<file path="src/rtl/imm_pkg.sv">
// Shared types and constants for the registered immediate generator.
package imm_pkg;

  localparam int unsigned IMM_TYPE_W = 3;

  typedef enum logic [IMM_TYPE_W-1:0] {
    IMM_I   = 3'd0,
    IMM_S   = 3'd1,
    IMM_B   = 3'd2,
    IMM_U   = 3'd3,
    IMM_J   = 3'd4,
    IMM_Z   = 3'd5,
    IMM_SH  = 3'd6,
    IMM_ILL = 3'd7
  } imm_type_e;

  // Compressed formats; encodings 5-7 are illegal.
  typedef enum logic [IMM_TYPE_W-1:0] {
    RVC_CI  = 3'd0,
    RVC_CIW = 3'd1,
    RVC_CB  = 3'd2,
    RVC_CJ  = 3'd3,
    RVC_CLW = 3'd4
  } rvc_type_e;

  typedef enum logic [1:0] {
    EMPTY = 2'd0,
    ONE   = 2'd1,
    FULL  = 2'd2
  } state_e;

  function automatic logic [63:0] sext32(input logic [31:0] v);
    return {{32{v[31]}}, v};
  endfunction

endpackage

</file>
<file path="src/rtl/imm_extract.sv">
// Combinational immediate extraction for all formats; IMM_GEN_RVC_EN enables compressed decode.
module imm_extract
  import imm_pkg::*;
#(
  parameter int unsigned XLEN = 32
) (
  input  logic [31:0]           inst,
  input  logic [IMM_TYPE_W-1:0] imm_type,
  input  logic                  rvc,
  output logic [XLEN-1:0]       imm,
  output logic                  err
);

  logic [31:0] v;
  logic [63:0] v64;
  logic        unused_inst;

  always_comb begin
    v   = '0;
    err = 1'b0;
`ifdef IMM_GEN_RVC_EN
    if (rvc) begin
      case (rvc_type_e'(imm_type))
        RVC_CI:  v = {{26{inst[12]}}, inst[12], inst[6:2]};
        RVC_CIW: v = {22'b0, inst[10:7], inst[12:11], inst[5], inst[6], 2'b00};
        RVC_CB:  v = {{23{inst[12]}}, inst[12], inst[6:5], inst[2], inst[11:10], inst[4:3], 1'b0};
        RVC_CJ:  v = {{20{inst[12]}}, inst[12], inst[8], inst[10:9], inst[6], inst[7], inst[2],
                      inst[11], inst[5:3], 1'b0};
        RVC_CLW: v = {25'b0, inst[5], inst[12:10], inst[6], 2'b00};
        default: err = 1'b1;
      endcase
    end else
`endif
    begin
      unique case (imm_type_e'(imm_type))
        IMM_I:   v = {{20{inst[31]}}, inst[31:20]};
        IMM_S:   v = {{20{inst[31]}}, inst[31:25], inst[11:7]};
        IMM_B:   v = {{19{inst[31]}}, inst[31], inst[7], inst[30:25], inst[11:8], 1'b0};
        IMM_U:   v = {inst[31:12], 12'b0};
        IMM_J:   v = {{11{inst[31]}}, inst[31], inst[19:12], inst[20], inst[30:21], 1'b0};
        IMM_Z:   v = {27'b0, inst[19:15]};
        IMM_SH: begin
          if (XLEN == 64) v = {26'b0, inst[25:20]};
          else            v = {27'b0, inst[24:20]};
        end
        IMM_ILL: err = 1'b1;
        default: err = 1'b1;
      endcase
    end
  end

  // Every format is formed at 32 bits with its sign at bit 31, so one extension serves all.
  assign v64 = sext32(v);
  assign imm = v64[XLEN-1:0];

  assign unused_inst = ^{inst[6:0], rvc};

endmodule

</file>
<file path="src/rtl/imm_gen_pipe.sv">
// Registered immediate generator with a 2-entry skid buffer and valid/ready on both sides.
// Optional compressed decode (in_rvc port) is enabled by defining IMM_GEN_RVC_EN.
module imm_gen_pipe
  import imm_pkg::*;
#(
  parameter int unsigned XLEN  = 32,
  parameter int unsigned TAG_W = 8
) (
  input  logic                  clk,
  input  logic                  rst_n,
  input  logic                  in_valid,
  output logic                  in_ready,
  input  logic [31:0]           in_inst,
  input  logic [IMM_TYPE_W-1:0] in_imm_type,
`ifdef IMM_GEN_RVC_EN
  input  logic                  in_rvc,
`endif
  input  logic [TAG_W-1:0]      in_tag,
  output logic                  out_valid,
  input  logic                  out_ready,
  output logic [XLEN-1:0]       out_imm,
  output logic [TAG_W-1:0]      out_tag,
  output logic                  out_err
);

  logic            rvc;
  logic [XLEN-1:0] new_imm;
  logic            new_err;

`ifdef IMM_GEN_RVC_EN
  assign rvc = in_rvc;
`else
  assign rvc = 1'b0;
`endif

  imm_extract #(
    .XLEN(XLEN)
  ) u_extract (
    .inst    (in_inst),
    .imm_type(in_imm_type),
    .rvc     (rvc),
    .imm     (new_imm),
    .err     (new_err)
  );

  state_e           state_q, state_d;
  logic [XLEN-1:0]  head_imm_q, skid_imm_q;
  logic [TAG_W-1:0] head_tag_q, skid_tag_q;
  logic             head_err_q, skid_err_q;
  logic             push, pop;
  logic             head_load_new, head_load_skid, skid_load;

  assign push = in_valid & in_ready;
  assign pop  = out_valid & out_ready;

  always_ff @(posedge clk or negedge rst_n) begin
    if (!rst_n) state_q <= EMPTY;
    else        state_q <= state_d;
  end

  always_comb begin
    state_d        = state_q;
    head_load_new  = 1'b0;
    head_load_skid = 1'b0;
    skid_load      = 1'b0;
    unique case (state_q)
      EMPTY: begin
        if (push) begin
          state_d       = ONE;
          head_load_new = 1'b1;
        end
      end
      ONE: begin
        if (push && pop) begin
          head_load_new = 1'b1;
        end else if (push) begin
          state_d   = FULL;
          skid_load = 1'b1;
        end else if (pop) begin
          state_d = EMPTY;
        end
      end
      FULL: begin
        if (pop) begin
          state_d        = ONE;
          head_load_skid = 1'b1;
        end
      end
      default: state_d = EMPTY;
    endcase
  end

  always_comb begin
    in_ready  = (state_q != FULL);
    out_valid = (state_q != EMPTY);
    out_imm   = head_imm_q;
    out_tag   = head_tag_q;
    out_err   = head_err_q;
  end

  always_ff @(posedge clk or negedge rst_n) begin
    if (!rst_n) begin
      head_imm_q <= '0;
      head_tag_q <= '0;
      head_err_q <= 1'b0;
      skid_imm_q <= '0;
      skid_tag_q <= '0;
      skid_err_q <= 1'b0;
    end else begin
      if (head_load_new) begin
        head_imm_q <= new_imm;
        head_tag_q <= in_tag;
        head_err_q <= new_err;
      end else if (head_load_skid) begin
        head_imm_q <= skid_imm_q;
        head_tag_q <= skid_tag_q;
        head_err_q <= skid_err_q;
      end
      if (skid_load) begin
        skid_imm_q <= new_imm;
        skid_tag_q <= in_tag;
        skid_err_q <= new_err;
      end
    end
  end

endmodule

</file>
<file path="config.mk">
export PLATFORM = sky130hd
export DESIGN_NAME = imm_gen_pipe
export DESIGN_NICKNAME = d
export VERILOG_FILES = /design/src/rtl/imm_pkg.sv /design/src/rtl/imm_extract.sv /design/src/rtl/imm_gen_pipe.sv
export SDC_FILE = /design/constraint.sdc
export NUM_CORES = 1
export LEC_CHECK = 0
export CAP_MARGIN = 20
export CORE_MARGIN = 1
export CORE_UTILIZATION = 50
export DETAILED_ROUTE_END_ITERATION = 10
export GPL_ROUTABILITY_DRIVEN = 0
export HOLD_SLACK_MARGIN = 0.02
export PLACE_DENSITY = 0.8
export RECOVER_POWER = 50
export SYNTH_ARGS = -nofsm -noshare
export SYNTH_HDL_FRONTEND = slang
export SYNTH_SLANG_ARGS = --single-unit
</file>
<file path="constraint.sdc">
create_clock -name clk -period 3.2 [get_ports clk]
set_input_delay 0.64 -clock clk [delete_from_list [all_inputs] [get_ports clk]]
set_output_delay 0.64 -clock clk [all_outputs]
set_load 0.05 [all_outputs]
</file>
Word-level counts from Yosys, hierarchy flattened
Cells that the tools add are included.

Logic and storage cells: 50. Bits in registers: 84. Output and inout bits: 43.

Mux-type cells: 21. Reduce and logical (&&, ||, !) cells: 6. Bitwise logic cells: 2. Equality and inequality tests: 14.

Operators with widths (number): $pmux 32 s7 (1); $mux 32 (2); $mux 8 (2); $eq 3x3->1 const B (4); $mux 2 (5); $mux 1 (9); $ne 2x2->1 const B (4); $eq 3x2->1 const B (2); $pmux 2 s3 (1); $reduce_and 4->1 (1); $reduce_bool 2->1 (2); $eq 3x1->1 const B (1); $logic_not 3->1 (1); $ne 3x3->1 const B (1); $and 1x1->1 (2); $eq 2x1->1 const B (1); $eq 2x2->1 const B (1); $logic_not 2->1 (1); $pmux 1 s2 (1); $logic_and 1x1->1 (1).

Depth between registers and ports, before layout
Gate-level depths: netlist of run 1.

Depth in word-level cells: 6. Depth in mapped cells: 7. Depth with buffers taken out: 4.

By module
Synthesis of run 1 repeated with hierarchy kept, for this count alone.

Cell total of the unflattened synthesis: 327. Area total of the unflattened synthesis: 4095.2 µm².

Modules (own cells, without submodules): imm_gen_pipe (times used 1, area an instance 3480.8 µm², cells each 241); imm_extract (times used 1, area an instance 614.3 µm², cells each 86).

Least setup slack after synthesis of run 1
OpenSTA, ideal clock, no wires.

Path type: input to register. From: input in_imm_type[0]. To: register head_imm_q[22], in the netlist out_imm[22]. Cell stages on the path: 7. Setup slack: 1.446 ns. Data arrival time: 1.628 ns. Library setup time: 0.126 ns. Path through: buf_4 -> and2_1 -> buf_2 -> buf_2 -> nand2_1 -> a21oi_1 -> a221o_1.

Cells in the longest elaborated chain, start to end: 3. Elaborated cells on any way between the ends: 9. Those cells by class: eq/ne: 6; mux: 2; reduce/logical: 1.

RTL lines: start: declaration (line imm_gen_pipe.sv:14) `input logic [IMM_TYPE_W-1:0] in_imm_type,`; $eq 3x3->1, or another cell as far along (line imm_extract.sv:35) `unique case (imm_type_e'(imm_type))`; $pmux 32 s7 * (line imm_extract.sv:35); $mux 32 * (line imm_gen_pipe.sv:110) `if (head_load_new) begin`; end signal: assignment (line imm_gen_pipe.sv:111) `head_imm_q <= new_imm;`; end signal: assignment (line imm_gen_pipe.sv:115) `head_imm_q <= skid_imm_q;`; end: declaration (line imm_gen_pipe.sv:47) `logic [XLEN-1:0] head_imm_q, skid_imm_q;`.

Mark *: on every way between the ends. The rest lies on a longest branch, timed or not. A chain may end at the register's enable or synchronous reset.

Worst setup path after layout of run 1
From: input in_valid. To: register skid_imm_q[20].

Cells in the longest elaborated chain, start to end: 4. Elaborated cells on any way between the ends: 5. Those cells by class: mux: 3; bitwise: 1; reduce/logical: 1.

RTL lines: start: declaration (line imm_gen_pipe.sv:11) `input logic in_valid,`; $and 1x1->1 * (line imm_gen_pipe.sv:53) `assign push = in_valid & in_ready;`; $mux 1 / $logic_and 1x1->1 (equally long branches) (line imm_gen_pipe.sv:76, imm_gen_pipe.sv:74); $mux 1 * (line imm_gen_pipe.sv:74) `if (push && pop) begin`; $mux 1 * (line imm_gen_pipe.sv:66) `unique case (state_q)`; end signal: assignment (line imm_gen_pipe.sv:120) `skid_imm_q <= new_imm;`; end: declaration (line imm_gen_pipe.sv:47).

Marks and branches as above.

==> impl_summary.log, run 1 <==
INFO  metric outcome = finished with violations
INFO  metric violations = max-capacitance violations, max-slew violations
INFO  metric post_synth.cell_area_avg = 10.1 µm²
INFO  metric io_buffers = between 80 and 90
INFO  metric post_cts_buffers = 0
INFO  metric totalWireLength = 9.66 mm
INFO  metric postCtsHoldBufs = 0
INFO  metric place_inst = 560
INFO  metric area_share_of_the_largest_cell_type_after_synthesis = 0.530
INFO  metric hold_path_class = in2async
INFO  metric syn_nets = 441
INFO  metric wire_length_of_the_first_global_routing_pass = 16.1 mm
INFO  metric design.portCount = 90
INFO  metric synth.yosys.seq_area_share = 0.530
INFO  metric yosysMostFrequentCell = sky130_fd_sc_hd__nand2_1
INFO  metric netlist-cell-type-count = 40
INFO  metric fin_skew = 0.00899 ns
INFO  metric finalHoldViolations = 0
INFO  metric setup_total_negative_slack = 0 ns
INFO  metric placement_rows = 32
INFO  metric post_synth_instance_area = 3970 µm²
INFO  metric vdd.ir_drop.worst = 396 µV
INFO  metric die_y = 91.1 µm
INFO  metric cp_num_buf_inv = 3
INFO  metric num-nets-final = 517
INFO  metric fp.dieArea = 8290 µm²
INFO  metric maxClockFrequency = 0.378 GHz
INFO  metric insertion_delay = 0.36 ns
INFO  metric utilization = 0.659
INFO  metric cts.sinks = 84
INFO  metric drt.antenna.violating_nets = 0
INFO  metric layout.cells.non_filler = about 580
INFO  metric synth_enable_flop_cells = 0
INFO  metric path_max_fanout = 13
INFO  metric max_stage_delay = around 0.59 ns
INFO  metric clk_path_buf_depth = 2
INFO  metric drt_drc_violations_left = 0
INFO  metric synth-warning-count = 0
INFO  metric critical_path.slowest_cell = sky130_fd_sc_hd__dlygate4sd3_1
INFO  metric first_global_vias = 3216
INFO  metric timing.critical_path.arrival = between 2 and 3 ns
INFO  metric crit_path_time_final = 2.64 ns
INFO  metric pwr-share-seq = 0.411
INFO  metric cts_inserted_buffers = 9
INFO  metric clockPowerShare = 0.234
INFO  metric post_route_cells_drive_above_1_share = 0.0821
INFO  metric gate_power_share = 0.355
INFO  metric placedInstanceArea = 4850 µm²
INFO  metric critical_path.startpoint = in_valid
INFO  metric setup_repair_after_global_routing_missed_its_margin = no
INFO  metric finalSetupViolations = 0
INFO  metric ys_top_cells_by_area = sky130_fd_sc_hd__dfrtp_1 (53%), sky130_fd_sc_hd__nand2_1 (8.1%), sky130_fd_sc_hd__o21ai_0 (4.5%)
INFO  metric ys_ff_latch = 84
INFO  metric worstSetupEndpointType = flip-flop
INFO  metric worst_slew_pin_slew = 1.82 ns
INFO  metric timing.rr.start = state_q[1]
INFO  metric vias = 3364
INFO  metric final_max_slew_viol_count = 76
INFO  metric horiz_die_dim = 91.1 µm
INFO  metric track_usage = 0.248
INFO  metric critical_path.startpoint_type = primary input
INFO  metric initial_utilization = 0.516
INFO  metric swShare = 0.374
INFO  metric cts_repair_resize_count = 0
INFO  metric drt_pass1_iterations = 5
INFO  metric floorplan.core_area = between 7000 and 8000 µm²
INFO  metric layout_area_overhead = 27.7%
INFO  metric path_depth = 6
INFO  metric grt_antenna_before_repair = 0
INFO  metric worst_r2r_path_depth = 5
INFO  metric yosysTopAreaCell = sky130_fd_sc_hd__dfrtp_1
INFO  metric power.density_cell_area = 737 nW/µm²
INFO  metric power = around 0.0037 W
INFO  metric slew_headroom = -0.215
INFO  metric timing_worst_setup_path_type = in2reg
INFO  metric timing.critical_path.required = 3.45 ns
INFO  metric finish.instance_area = around 5100 µm²
INFO  metric async_reset_ff_frac = 1.00
INFO  metric timing.final.crit_share = 0.826
INFO  metric dr.first_iter.drc_count = 214
INFO  metric maximum_number_of_pins_on_one_net_before_global_route_repair = 85
INFO  metric wl_per_cell = 16.7 µm
INFO  metric htreeDepth = 3
INFO  metric yosys-top-cells-count = sky130_fd_sc_hd__nand2_1 (86), sky130_fd_sc_hd__dfrtp_1 (84), sky130_fd_sc_hd__o21ai_0 (36)
INFO  metric intPower = 0.00234 W
INFO  metric cts.clk_slew.worst_paths = around 0.09 ns
INFO  metric critPathMostFrequentCell = sky130_fd_sc_hd__clkbuf_1
INFO  metric cts_root_buffer = sky130_fd_sc_hd__clkbuf_8
INFO  metric path_cells = dlygate4sd3_1, nor2b_1, clkbuf_1, nand3b_1, clkbuf_1, a22o_1
INFO  metric number_of_violations_of_the_max_capacitance_limit = 1
INFO  metric cts_tree = done
INFO  metric postSynth.topFlopCell = sky130_fd_sc_hd__dfrtp_1
INFO  metric power.switching = about 0.0014 W
INFO  metric leakage = approximately 2.3 nW
INFO  metric grt_remaining_overflow = 0
INFO  metric gate_family_responsible_for_the_most_delay_along_the_worst_path = buffers and inverters
INFO  metric postSynthCellCount = 394
INFO  metric dp_hpwl = around 6.6 mm
INFO  metric post_drt_via_cell_ratio = 5.83
INFO  metric num_antenna_cells = 0
sequential cells by signal (all words and copies together), names as in the netlist:
register	flops
out_err	1
out_imm	32
out_tag	8
skid_err_q	1
skid_imm_q	32
skid_tag_q	8
state_q	2
worst reg2reg max path, cell delays in order, from the launching register on:
cell	delay (ns)
sky130_fd_sc_hd__dfrtp_1	0.47
sky130_fd_sc_hd__nor2b_1	0.13
sky130_fd_sc_hd__clkbuf_1	0.31
sky130_fd_sc_hd__nand3b_1	0.48
sky130_fd_sc_hd__clkbuf_1	0.41
sky130_fd_sc_hd__a22o_1	0.32
logic make-up after synthesis:
family / count (synthesis) / synth area share
adders and majority gates: 1 / 0.00284
DFF: 84 / 0.530
AOI/OAI and AO/OA: 145 / 0.246
and+or+nand+nor: 115 / 0.133
buffers and inverters: 33 / 0.0461
muxes: 16 / 0.0416
metal layers:
layer | up-vias | global-route usage | routed length, µm
li1 | 1562 | - | -
met1 | 1660 | 0.344 | 4230
met2 | 129 | 0.396 | 4690
met3 | 13 | 0.0385 | 587
met4 | 0 | 0.0926 | 149
met5 | - | 0 | 0
through the flow:
step,hold slack (ns),worst slack (ns)
after floorplan,0.344,1.45
after global placement,0.457,0.729
after detailed placement,0.466,0.682
after CTS,0.487,0.709
after global routing,0.255,0.349
final,0.204,0.555
worst paths after layout:
path	to	slack (ns)
worst min-delay path	skid_imm_q[28]	0.20
worst min register to register	out_tag[7]	0.49
max in group asynchronous	skid_imm_q[18]	0.85
worst max-delay path	skid_imm_q[20]	0.56
min in group clk	out_tag[7]	0.49
worst max register to register	skid_imm_q[20]	0.97
power groups by stage:
| stage | clock (W) | sequential (W) | combinational, W |
|---|---|---|---|
| 3_5_place_dp | 0 | 0.00155 | 0.00134 |
| 2_1_floorplan | 0 | 0.00196 | 0.000442 |
| 3_3_place_gp | 0 | 0.00153 | 0.00131 |
| 4_1_cts | 0.000890 | 0.00153 | 0.00134 |
| 6_report | 0.000876 | 0.00153 | 0.00133 |
| 5_1_grt | 0.000931 | 0.00157 | 0.00141 |
cell type report:
type | count | area [µm²]
Fill cell | 633 | 2620
Tap cell | 102 | 128
Timing Repair Buffer | 97 | 920
Multi-Input combinational cell | 277 | 1680
Sequential cell | 84 | 2100
Clock buffer | 11 | 151
Inverter | 1 | 3.75
Clock inverter | 5 | 82.6
cell usage in the layout, fill, tap and decap left out, types with 4 or more instances in the layout:
master,instances
sky130_fd_sc_hd__nand2_1,86
sky130_fd_sc_hd__dfrtp_1,84
sky130_fd_sc_hd__clkdlybuf4s50_1,80
sky130_fd_sc_hd__o21ai_0,38
sky130_fd_sc_hd__a21oi_1,23
sky130_fd_sc_hd__a22o_1,19
sky130_fd_sc_hd__a22oi_1,15
sky130_fd_sc_hd__mux2i_1,12
sky130_fd_sc_hd__a221o_1,11
sky130_fd_sc_hd__clkbuf_8,11
sky130_fd_sc_hd__nor2b_1,8
sky130_fd_sc_hd__a31oi_1,8
sky130_fd_sc_hd__a21o_1,8
sky130_fd_sc_hd__buf_4,8
sky130_fd_sc_hd__o21a_1,7
sky130_fd_sc_hd__nor2_1,6
sky130_fd_sc_hd__o21ai_1,5
sky130_fd_sc_hd__clkbuf_1,5
sky130_fd_sc_hd__mux2_2,4
sky130_fd_sc_hd__a211oi_1,4
sky130_fd_sc_hd__a221oi_1,4
Note: power is estimated with default switching activity, not from simulation.
==> inputs of run 2 (changes only) <==
==> constraint.sdc (replaced) <==
create_clock -name clk -period 2.46 [get_ports clk]
set_input_delay 0.492 -clock clk [delete_from_list [all_inputs] [get_ports clk]]
set_output_delay 0.492 -clock clk [all_outputs]
set_load 0.05 [all_outputs]
==> impl_summary.log, run 2 (synthesized netlist as in run 1, its figures left out) <==
INFO  metric outcome = finished with violations (unchanged)
INFO  metric floorplan.core_area = 7690 µm² (unchanged)
INFO  metric critical_path.startpoint_type = flip-flop (was primary input)
INFO  metric placement_rows = 32 (unchanged)
INFO  metric timing.critical_path.arrival = 1.83 ns (was 2.89 ns)
INFO  metric htreeDepth = 3 (unchanged)
INFO  metric min_path_cells = 2
INFO  metric layout_area_overhead = 28.9% (was 27.7%)
INFO  metric r2r_end = skid_imm_q[15] (was skid_imm_q[20])
INFO  metric die_y = 91.1 µm (unchanged)
INFO  metric wl_per_cell = 16.6 µm (was 16.7 µm)
INFO  metric cts_tree = done (unchanged)
INFO  metric fin_skew = 0.00836 ns (was 0.00899 ns)
INFO  metric dp_hpwl = 6.60 mm (was 6.64 mm)
INFO  metric setup_repair_after_global_routing_missed_its_margin = no (unchanged)
INFO  metric clk_path_buf_depth = 2 (unchanged)
INFO  metric totalWireLength = 9.64 mm (was 9.66 mm)
INFO  metric grt_remaining_overflow = 0 (unchanged)
INFO  metric hold_path_class = reg2reg (was in2async)
INFO  metric globalRouteMet2Util = 0.383 (was 0.396)
INFO  metric slew_headroom = -0.178 (was -0.215)
INFO  metric hold_path_startpoint = skid_tag_q[6]
INFO  metric postCtsHoldBufs = 0 (unchanged)
INFO  metric finalSetupViolations = 0 (unchanged)
INFO  metric cts.clk_slew.worst_paths = 0.08 ns (was 0.09 ns)
INFO  metric fp.dieArea = 8290 µm² (unchanged)
INFO  metric globalRouteMet1Util = 0.348 (was 0.344)
INFO  metric timing_worst_setup_path_type = reg2out (was in2reg)
INFO  metric power.switching = 0.00179 W (was 0.00140 W)
INFO  metric cts.sinks = 84 (unchanged)
INFO  metric drt_drc_violations_left = 0 (unchanged)
INFO  metric fin_worst_hold_slack = 0.481 ns (was 0.204 ns)
INFO  metric setup_total_negative_slack = 0 ns (unchanged)
INFO  metric design.portCount = 90 (unchanged)
INFO  metric r2r_setup_slack = 0.42 ns (was 0.97 ns)
INFO  metric finalHoldViolations = 0 (unchanged)
INFO  metric worst_r2r_path_depth = 6 (was 5)
INFO  metric post_cts_buffers = 0 (unchanged)
INFO  metric crit_path_time_final = 2.32 ns
INFO  metric drt_pass1_iterations = 4 (was 5)
INFO  metric worst_slew_pin_slew = 1.77 ns (was 1.82 ns)
INFO  metric cts_inserted_buffers = 9 (unchanged)
INFO  metric leakage = 2.30 nW (was 2.26 nW)
INFO  metric timing.rr.start = state_q[1] (unchanged)
INFO  metric grt_antenna_before_repair = 0 (unchanged)
INFO  metric post_route_cells_drive_above_1_share = 0.0979 (was 0.0821)
INFO  metric swShare = 0.371 (was 0.374)
INFO  metric maximum_number_of_pins_on_one_net_before_global_route_repair = 54 (was 85)
INFO  metric timing.critical_path.required = 1.97 ns (was 3.45 ns)
INFO  metric insertion_delay = 0.35 ns (was 0.36 ns)
INFO  metric pwr-share-seq = 0.412 (was 0.411)
INFO  metric timing.hold.worst_endpoint = skid_tag_q[6]
INFO  metric clockPowerShare = 0.229 (was 0.234)
INFO  metric post_drt_via_cell_ratio = 5.80 (was 5.83)
INFO  metric mostFrequentLayoutCell = sky130_fd_sc_hd__nand2_1 (unchanged)
INFO  metric num-nets-final = 523 (was 517)
INFO  metric cts_root_buffer = sky130_fd_sc_hd__clkbuf_8 (unchanged)
INFO  metric intPower = 0.00304 W (was 0.00234 W)
INFO  metric initial_utilization = 0.516 (unchanged)
INFO  metric track_usage = 0.250 (was 0.248)
INFO  metric horiz_die_dim = 91.1 µm (unchanged)
INFO  metric wire_length_of_the_first_global_routing_pass = 16.3 mm (was 16.1 mm)
INFO  metric maxClockFrequency = 0.430 GHz
INFO  metric vdd.ir_drop.worst = 648 µV (was 396 µV)
INFO  metric cts_repair_resize_count = 0 (unchanged)
INFO  metric num_antenna_cells = 0 (unchanged)
INFO  metric dr.first_iter.drc_count = 249 (was 214)
INFO  metric final_max_slew_viol_count = 32 (was 76)
INFO  metric layout_common_cells = sky130_fd_sc_hd__nand2_1 (86), sky130_fd_sc_hd__dfrtp_1 (84), sky130_fd_sc_hd__clkdlybuf4s50_1 (79), sky130_fd_sc_hd__o21ai_0 (37), sky130_fd_sc_hd__a21oi_1 (23) (was sky130_fd_sc_hd__nand2_1 (86), sky130_fd_sc_hd__dfrtp_1 (84), sky130_fd_sc_hd__clkdlybuf4s50_1 (80), sky130_fd_sc_hd__o21ai_0 (38), sky130_fd_sc_hd__a21oi_1 (23))
INFO  metric io_buffers = 82 (unchanged)
INFO  metric number_of_violations_of_the_max_capacitance_limit = 1 (unchanged)
INFO  metric timing.final.crit_share = 0.945
INFO  metric groute.layer.met3.usage = 0.0620 (was 0.0385)
INFO  metric worstSetupEndpointType = primary output (was flip-flop)
INFO  metric first_global_vias = 3267 (was 3216)
INFO  metric path_max_fanout = 7 (was 13)
INFO  metric grt-busiest-layer = met2 (unchanged)
INFO  metric vias = 3375 (was 3364)
INFO  metric power.density_cell_area = 945 nW/µm² (was 737 nW/µm²)
INFO  metric drt.antenna.violating_nets = 0 (unchanged)
INFO  metric violations = max-capacitance violations, max-slew violations (unchanged)
INFO  metric gate_power_share = 0.359 (was 0.355)
run 2: changes by cell type in the layout (fill, tap and decap cells not counted), sizes merged:
cell	delta
clkinv	-2
buf	+8
clkdlybuf4s50	-1
dlygate4sd3	+1
clkbuf	-1
run 2: layout make-up:
cell class | count | area [µm²]
Tap cell | 102 | 128
Clock inverter | 3 | 68.8
Timing Repair Buffer | 103 | 973
Clock buffer | 12 | 155
Sequential cell | 84 | 2100
Fill cell | 611 | 2570
Inverter | 1 | 3.75
Multi-Input combinational cell | 277 | 1680
run 2: power groups by stage:
| stage | clock [W] | sequential (W) | combinational [W] |
|---|---|---|---|
| floorplan | 0 | 0.00255 | 0.000575 |
| global placement | 0 | 0.00200 | 0.00171 |
| detailed placement | 0 | 0.00201 | 0.00175 |
| CTS | 0.00113 | 0.00199 | 0.00175 |
| global route | 0.00118 | 0.00204 | 0.00185 |
| finish | 0.00111 | 0.00199 | 0.00173 |
run 2: per-layer routing:
metal  vias to the layer above  wire length (µm)
met2                       124              4660
met5                         -                 0
met4                         0               196
met3                        19               633
li1                       1575                 -
met1                      1657              4150
run 2: worst max-delay path by stage:
stage / start / to / slack, ns / cells after the start
floorplan: in_imm_type[0] / out_imm[22] / 0.85 / 7
global placement: in_valid / out_imm[20] / 0.09 / 6
detailed placement: in_valid / out_imm[28] / 0.009 / 6
CTS: state_q[1] / out_valid / 0.11 / 2
global route: in_valid / skid_imm_q[15] / 0.04 / 7
finish: state_q[1] / out_valid / 0.14 / 2
run 2: worst max-delay path, cell delays in order (launching register included):
cell and delay [ns]:
sky130_fd_sc_hd__dfrtp_1 0.47, sky130_fd_sc_hd__or2_2 0.32, sky130_fd_sc_hd__clkdlybuf4s50_1 0.70
run 2: stage by stage:
stage	std cells	setup WS (ns)	utilization	total power [W]	instance area, µm²
2_1_floorplan	394	0.854	-	0.00312	3970
3_3_place_gp	567	0.0878	0.638	0.00370	4900
3_5_place_dp	567	0.00907	0.638	0.00376	4900
4_1_cts	582	0.111	0.667	0.00488	5130
5_1_grt	582	0.0376	0.665	0.00507	5110
6_report	582	0.136	0.665	0.00483	5110
==> inputs of run 3 (changes only) <==
--- a/config.mk
+++ b/config.mk
@@ -5,9 +5,11 @@
 export SDC_FILE = /design/constraint.sdc
 export NUM_CORES = 1
 export LEC_CHECK = 0
+export ABC_CLOCK_PERIOD_IN_PS = 2460
 export CAP_MARGIN = 20
 export CORE_MARGIN = 1
 export CORE_UTILIZATION = 50
+export CTS_CLUSTER_SIZE = 25
 export DETAILED_ROUTE_END_ITERATION = 10
 export GPL_ROUTABILITY_DRIVEN = 0
 export HOLD_SLACK_MARGIN = 0.02
==> results of run 3 <==
The final DEF is identical to that of run 2; final timing and power are the same.
